[src/rtl/ten_min_timer.sv]
`default_nettype none
// ============================================================================
// Module      : ten_min_timer
// Description : Ten-minute stopwatch. A prescaler divides CLOCK_50 down to a
//               0.1 s tick that advances a cascaded BCD count M:ST.SO.T from
//               0:00.0 to 9:59.9, after which it wraps to 0:00.0.
// Revision    : 1.0 - initial release
// ============================================================================
module ten_min_timer #(
  parameter int CLKS_PER_TENTH = 5_000_000
) (
  input  logic       CLOCK_50,
  input  logic       reset,
  input  logic       enable,
  output logic [3:0] minutes,
  output logic [2:0] secondTens,
  output logic [3:0] secondOnes,
  output logic [3:0] tenthsOut
);

  // Prescaler width; a divide-by-one still needs a one-bit register.
  localparam int C_PRE_W = (CLKS_PER_TENTH > 1) ? $clog2(CLKS_PER_TENTH) : 1;
  localparam logic [C_PRE_W-1:0] C_PRE_MAX = C_PRE_W'(CLKS_PER_TENTH - 1);

  // Digit terminal values: reaching (or somehow exceeding) these rolls to 0.
  localparam logic [3:0] C_TENTHS_MAX  = 4'd9;
  localparam logic [3:0] C_SEC_ONE_MAX = 4'd9;
  localparam logic [2:0] C_SEC_TEN_MAX = 3'd5;
  localparam logic [3:0] C_MIN_MAX     = 4'd9;

  logic [C_PRE_W-1:0] pre_q,     pre_d;
  logic [3:0]         tenths_q,  tenths_d;
  logic [3:0]         sec_one_q, sec_one_d;
  logic [2:0]         sec_ten_q, sec_ten_d;
  logic [3:0]         min_q,     min_d;

  logic w_tick;
  logic w_carry_tenths;
  logic w_carry_sec_one;
  logic w_carry_sec_ten;

  // Tenth-second tick: qualified by enable so a paused timer never advances.
  assign w_tick = enable && (pre_q == C_PRE_MAX);

  // Prescaler next state: count while enabled, restart on tick, else hold.
  always_comb begin
    pre_d = pre_q;
    if (enable) begin
      if (pre_q == C_PRE_MAX) begin
        pre_d = '0;
      end else begin
        pre_d = pre_q + 1'b1;
      end
    end
  end

  // Tenths digit; ">=" makes any illegal code recover to 0 with a carry.
  always_comb begin
    tenths_d       = tenths_q;
    w_carry_tenths = 1'b0;
    if (w_tick) begin
      if (tenths_q >= C_TENTHS_MAX) begin
        tenths_d       = 4'd0;
        w_carry_tenths = 1'b1;
      end else begin
        tenths_d = tenths_q + 4'd1;
      end
    end
  end

  // Seconds-ones digit, advanced by the tenths carry on the same edge.
  always_comb begin
    sec_one_d       = sec_one_q;
    w_carry_sec_one = 1'b0;
    if (w_carry_tenths) begin
      if (sec_one_q >= C_SEC_ONE_MAX) begin
        sec_one_d       = 4'd0;
        w_carry_sec_one = 1'b1;
      end else begin
        sec_one_d = sec_one_q + 4'd1;
      end
    end
  end

  // Seconds-tens digit (0..5), advanced by the seconds-ones carry.
  always_comb begin
    sec_ten_d       = sec_ten_q;
    w_carry_sec_ten = 1'b0;
    if (w_carry_sec_one) begin
      if (sec_ten_q >= C_SEC_TEN_MAX) begin
        sec_ten_d       = 3'd0;
        w_carry_sec_ten = 1'b1;
      end else begin
        sec_ten_d = sec_ten_q + 3'd1;
      end
    end
  end

  // Minutes digit; its roll-over is the full 9:59.9 -> 0:00.0 wrap.
  always_comb begin
    min_d = min_q;
    if (w_carry_sec_ten) begin
      if (min_q >= C_MIN_MAX) begin
        min_d = 4'd0;
      end else begin
        min_d = min_q + 4'd1;
      end
    end
  end

  // State registers; reset clears everything immediately and asynchronously.
  always_ff @(posedge CLOCK_50 or posedge reset) begin
    if (reset) begin
      pre_q     <= '0;
      tenths_q  <= 4'd0;
      sec_one_q <= 4'd0;
      sec_ten_q <= 3'd0;
      min_q     <= 4'd0;
    end else begin
      pre_q     <= pre_d;
      tenths_q  <= tenths_d;
      sec_one_q <= sec_one_d;
      sec_ten_q <= sec_ten_d;
      min_q     <= min_d;
    end
  end

  // Outputs are taken straight from the digit registers.
  assign minutes    = min_q;
  assign secondTens = sec_ten_q;
  assign secondOnes = sec_one_q;
  assign tenthsOut  = tenths_q;

endmodule
`default_nettype wire

[config.mk]
export PLATFORM = sky130hd
export DESIGN_NAME = ten_min_timer
export DESIGN_NICKNAME = d
export VERILOG_FILES = /design/src/rtl/ten_min_timer.sv
export SDC_FILE = /design/constraint.sdc
export NUM_CORES = 1
export LEC_CHECK = 0
export ABC_AREA = 1
export BUFFER_PORTS_ARGS = -buffer_cell sky130_fd_sc_hd__buf_2
export CORE_UTILIZATION = 47
export DETAILED_ROUTE_END_ITERATION = 8
export PLACE_DENSITY = 0.67
export SYNTH_ARGS = -nofsm -noshare
export SYNTH_HDL_FRONTEND = slang
export SYNTH_SLANG_ARGS = --single-unit
export TNS_END_PERCENT = 100
[constraint.sdc]
create_clock -name CLOCK_50 -period 1.6 [get_ports CLOCK_50]
set_input_delay 0.08 -clock CLOCK_50 [delete_from_list [all_inputs] [get_ports CLOCK_50]]
set_output_delay 0.08 -clock CLOCK_50 [all_outputs]
set_load 0.005 [all_outputs]
==> flow_summary.ini, run 1 <==
[pwr]
p_leak_nw = 1.55
power_frac_seq_pct = 42.5
p_int_mw = 1.95
swShare_pct = 29.3
power.density_mw_per_mm2 = 890
pwr-share-comb_pct = 20.3
pwr-share-clk_pct = 37.2
p_switching_mw = 0.807
peakVddDrop_mv = 0.499

[worst_setup_path]
slowest_stage = dfrtp_1
cp_slowest_stage_delay_ps = 390
end_kind = flop
crit_type = flop to flop
crit_arrival_ps = 1780
crit_chain = ha_4, nand3_4, nor2_4, nand3_2, buf_6, a21oi_1, o21bai_1, inv_1
crit_fanout = 11
worst-endpoint-required_ps = 1800
cp-start-kind = flop

[worst_hold_path]
hp-class = input port to flop

[clocking]
clockRootBuffer = clkbuf_8
htree_levels = 2
clkLatencyLatePin_ps = 300
clock-sinks = 38
cts_inserted_buffers = 5
cts_buffer_depth = 2
path_clk_slew_ps = 80
cts_tree = done

[layout]
diodes = 0
stdcell_area_mm2 = 0.00310
synthToLayoutAreaGrowth_pct = 25.7
drive_above_1_share_pct = 24.9
utilization_pct = 63.4
nets = 407

[sta]
fin_crit_sh_pct = 99.1
fin_crit_ps = 1590
setup_violations = 0
fin_hold_ws_ps = 212
slew_viol_final = 0
rsz0062_at_grt = true
slew_headroom_pct = 67.4
hold_viol = 0
fmax_mhz = 631
fin_worst_skew_ps = 5.02
fin_setup_tns_ps = 0
tightest_slew_ps = 489

[die]
die_h_um = 74.4
die_w_um = 74.4
start_util_pct = 50.5
core_mm2 = 0.00488
num_rows = 25
die_area_mm2 = 0.00553
io_pins = 18

[global_route]
track_usage_pct = 22.5
grt-ovfl-total = 0
grt_pass1_wl_mm = 9.45
grt_pass1_vias = 2107
antenna_found_initial = 0
grt_start_max_net_pins = 39

[route]
postRouteAntennaNets = 0
drc = 0
drt_iter0_drc = 152
via_count = 2261
vias_per_cell = 4.92
routed_wl_mm = 5.71
dr.pass1.iters = 4
post_drt_wl_per_cell_um = 12.4

[yosys]
yosys_warnings = 0
synthCells = 338
syn_area_mm2 = 0.00246
syn_area_per_cell_um2 = 7.29
yosysSeqAreaShare_pct = 38.6
syn_nets = 353
synth_cell_types = 33
ys_ff_latch = 38

[placement]
io_buffers = 17
place.gp.congestion = 0.895
placed_area_mm2 = 0.00280
place_hpwl_mm = 4.10

[flow_run]
drv_cap = 0

[outcome]
status = completed
[cell families after synthesis]
family | after synthesis | share of synthesized area, %
xor gates and xnor gates | 8 | 2.85
AOI/OAI and AO/OA | 34 | 8.43
adders and majority gates | 12 | 6.10
buffers and inverters | 70 | 11.1
DFF | 38 | 38.6
and+or+nand+nor | 176 | 32.9
[power groups by stage]
stage	logic (mW)	clock network, mW	registers, mW
global placement	0.504	0	1.16
detailed placement	0.502	0	1.16
global route	0.622	1.08	1.19
finish	0.559	1.02	1.17
floorplan	0.303	0	1.15
CTS	0.512	1.05	1.15
[final timing paths]
path | from | to | slack (ps) | cells after the start
hold reg to reg | secondOnes[3] | secondOnes[3] | 550 | 2
min in group asynchronous | reset | pre_q[8] | 440 | 4
setup reg to reg | pre_q[1] | tenthsOut[1] | 10 | 8
hold / removal | enable | pre_q[19] | 210 | 3
max in group asynchronous | reset | pre_q[7] | 800 | 4
setup / recovery | pre_q[1] | tenthsOut[1] | 10 | 8
[worst max-delay path, delay by kind of cell (launching register included)]
family          cells  cell delay, ps
buf+inv             2             240
fa+ha+maj           1             170
compound gates      2             240
simple gates        3             430
flops               1             390
[sequential cells by signal, indices dropped and copies added, names as in the netlist]
register,count
minutes,4
pre_q,23
secondOnes,4
secondTens,3
tenthsOut,4
[placed cells by master (no fill, tap or decap), types with 2 or more instances in the layout]
| cell | n |
|---|---|
| nand2_1 | 62 |
| inv_1 | 56 |
| nor2_1 | 40 |
| dfrtp_1 | 37 |
| buf_4 | 30 |
| nand3_1 | 24 |
| buf_2 | 17 |
| nor3_1 | 11 |
| a21oi_1 | 11 |
| nand4_1 | 11 |
| ha_1 | 11 |
| inv_2 | 10 |
| o21ai_0 | 9 |
| nor2_4 | 7 |
| nand2_2 | 6 |
| xor2_1 | 6 |
| clkbuf_8 | 6 |
| nor2_2 | 5 |
| o21ai_1 | 5 |
| nor3_2 | 3 |
| nand3_2 | 2 |
| a31oi_1 | 2 |
| xnor2_1 | 2 |
| nor4_1 | 2 |
| bufinv_16 | 2 |
[final cells by class]
| type | count | area [um2] |
|---|---|---|
| Timing Repair Buffer | 49 | 332 |
| Clock inverter | 2 | 60.1 |
| Sequential cell | 38 | 952 |
| Fill cell | 474 | 1780 |
| Multi-Input combinational cell | 231 | 1330 |
| Inverter | 67 | 253 |
| Tap cell | 67 | 83.8 |
| Clock buffer | 6 | 82.6 |
[Yosys cell counts]
cell,count,area (um2)
a21boi_1,1,7.51
a21oi_1,11,55.1
a31oi_1,2,12.5
a31oi_2,1,12.5
a31oi_4,1,21.3
and3_1,1,6.26
buf_2,2,10.0
buf_6,1,11.3
clkinv_2,1,5.00
dfrtp_1,38,951
ha_1,12,150
inv_1,58,218
inv_2,8,30.0
nand2_1,66,248
nand2_2,2,12.5
nand3_1,26,130
nand3_2,1,10.0
nand4_1,11,68.8
nand4_4,1,21.3
nor2_1,46,173
nor2_2,2,12.5
nor2_4,3,33.8
nor3_1,13,65.1
nor3_2,1,10.0
nor4_1,2,12.5
o211ai_1,1,7.51
o21ai_0,9,45.0
o21ai_1,6,30.0
o21bai_1,1,7.51
o31a_1,1,8.76
or2_2,1,6.26
xnor2_1,2,17.5
xor2_1,6,52.6
[layer usage]
metal  routed length, um  track usage (%)
met5                   0                0
met1                2790             30.7
met3                 172             4.47
met2                2670             36.1
met4                  84             7.13
[per-stage QoR]
step,setup WS (ps),power (mW),cells
6_report,14.8,2.76,460
2_1_floorplan,37.1,1.46,338
3_3_place_gp,-5.82,1.66,444
3_5_place_dp,-81.0,1.67,444
4_1_cts,5.06,2.71,454
5_1_grt,-85.6,2.89,460
[what timing repair did]
item                                   4_1_cts  5_1_grt
cloned                                       1        0
resized for setup                            5       21
setup buffers                                0        6
endpoints found under the hold margin       38        0
pin swaps                                    3        6
hold buffers                                 1        0
setup endpoints to repair                   11       24
Note: power is estimated with default switching activity, not from simulation.
==> inputs of run 2 (changes only) <==
--- a/config.mk
+++ b/config.mk
@@ -7,9 +7,9 @@
 export LEC_CHECK = 0
 export ABC_AREA = 1
 export BUFFER_PORTS_ARGS = -buffer_cell sky130_fd_sc_hd__buf_2
-export CORE_UTILIZATION = 47
+export CORE_UTILIZATION = 50
 export DETAILED_ROUTE_END_ITERATION = 8
-export PLACE_DENSITY = 0.67
+export PLACE_DENSITY = 0.71
 export SYNTH_ARGS = -nofsm -noshare
 export SYNTH_HDL_FRONTEND = slang
 export SYNTH_SLANG_ARGS = --single-unit
==> run 2 against run 1 <==
  * Cell count is 0.43% higher
  * Utilization is 2.2 points higher
  * Hold slack better by 2.0 ps
  * Largest power group unchanged
  * Total power is 13% lower
  * Critical path type unchanged
  * Wire length is 0.79% higher
  * Critical path depth stayed put
  * Register-to-register slack better by 40 ps
  * Non-clock buffer count is 2 higher
  * Global-route usage is 0.19 points higher
==> flow_summary.ini, run 2 (synthesis results as in run 1) <==
[pwr]
p_leak_nw = 1.56
power.density_mw_per_mm2 = 775
total_power_mw = 2.40
peakVddDrop_mv = 0.508

[worst_setup_path]
crit_type = flop to flop
cp-start-kind = flop
slowest_stage = dfrtp_1
cp_slowest_stage_delay_ps = 410
end_kind = flop
cpMostUsedCell = nor2_4
crit_arrival_ps = 1770
crit_chain = nor2_2, nand2_1, nor2_4, nand2_2, nor2_4, buf_4, nand4_1, a21oi_1
worst-endpoint-required_ps = 1820
crit_fanout = 3

[placement]
place_hpwl_mm = 4.11
place.gp.congestion = 0.878
io_buffers = 17
pre_cts_ws_ps = -69.4
placed_area_mm2 = 0.00281
dpl.cell_count = 445

[route]
vias_per_cell = 5.03
drc = 0
dr.pass1.iters = 4
via_count = 2325
post_drt_wl_per_cell_um = 12.5
postRouteAntennaNets = 0
routed_wl_mm = 5.76
drt_iter0_drc = 200

[layout]
nets = 409
synthToLayoutAreaGrowth_pct = 25.9
diodes = 0
final_cells = 462
largest_reg_flops = 23
drive_above_1_share_pct = 26.3
final_common_cell = nand2_1
stdcell_area_mm2 = 0.00310
final_cell_mix = nand2_1 (63), inv_1 (56), nor2_1 (40)
regMostFlops = pre_q
fillers = 410

[clocking]
cts_tree = done
cts_inserted_buffers = 5
clkLatencyLatePin_ps = 300
clockRootBuffer = clkbuf_8
cts_buffer_depth = 2
path_clk_slew_ps = 80
clock-sinks = 38
htree_levels = 2

[sta]
hold_viol = 0
fin_crit_ps = 1540
setup_violations = 0
tightest_slew_ps = 494
fin_worst_skew_ps = 8.45
fmax_mhz = 648
rsz0062_at_grt = true
slew_viol_final = 0
fin_crit_sh_pct = 96.5
fin_ws_ps = 55.7
slew_headroom_pct = 67.0

[global_route]
grt_pass1_vias = 2066
grt_pass1_wl_mm = 9.20
track_usage_pct = 22.7
antenna_found_initial = 0
grt_start_max_net_pins = 39
grt-ovfl-total = 0

[die]
io_pins = 18
core_mm2 = 0.00472
die_w_um = 72.2
start_util_pct = 52.1
die_h_um = 72.2
num_rows = 25
die_area_mm2 = 0.00521

[outcome]
status = completed

[flow_run]
drv_cap = 0

[worst_hold_path]
hp-class = input port to flop
-- run 2: cell types whose count changed in the layout (fill, tap and decap cells not counted), sizes merged --
cell	before	now
buf	48	50
clkinv	1	2
clkinvlp	0	1
bufinv	2	0
-- run 2: critical path, delay by kind of cell, from the launching register on --
| family | cells | cell delay, ps |
|---|---|---|
| DFF | 1 | 410 |
| buffers and inverters | 1 | 140 |
| and+or+nand+nor | 6 | 750 |
| AOI/OAI and AO/OA | 1 | 160 |
-- run 2: layer usage --
layer  vias up  share of wire, %  track usage (%)
li1       1184                 -                -
met1      1076                46             31.4
met2        54                47             34.7
met3        11               4.2             4.44
met4         0               2.2             10.2
met5         -                 0                0
-- run 2: per-stage QoR --
step | setup TNS [ps] | utilization [%] | hold WS, ps
floorplan | 0 | - | 271
finish | 0 | 65.6 | 214
detailed placement | -355 | 59.4 | 228
CTS | 0 | 62.2 | 213
global route | -280 | 65.6 | 240
global placement | 0 | 59.4 | 226
-- run 2: final cells by class --
cell class / count / area (um2) / area share, %
well taps: 67 / 83.8 / 2.70
inverters: 67 / 255 / 8.24
repair buffers: 51 / 350 / 11.3
clock buffers: 6 / 82.6 / 2.66
clock inverters: 2 / 12.5 / 0.404
multi-input cells: 231 / 1360 / 44.0
flip-flops and latches: 38 / 952 / 30.7
-- run 2: what timing repair did --
item / CTS / global route
hold buffers: 1 / 0
setup endpoints to repair: 11 / 24
gates resized for setup: 4 / 30
buffers inserted: 1 / 6
endpoints found under the hold margin: 38 / 0
gates cloned: 1 / 0
pin swaps: 3 / 13
-- run 2: where the power goes --
part,switching [mW],leakage [nW],internal (mW),total [mW]
Clock,0.360,0.0472,0.346,0.706
Sequential,0.107,0.442,1.05,1.16
Combinational,0.331,1.07,0.206,0.537
-- run 2: worst paths after layout --
path / start / endpoint / slack [ps] / cells past startpoint
worst max-delay path: pre_q[15] / tenthsOut[3] / 60 / 8
worst min-delay path: enable / pre_q[21] / 210 / 4
worst max register to register: pre_q[15] / tenthsOut[3] / 60 / 8
worst min register to register: secondTens[2] / secondTens[2] / 550 / 2
max in group asynchronous: reset / pre_q[3] / 810 / 4
min in group asynchronous: reset / minutes[1] / 440 / 4
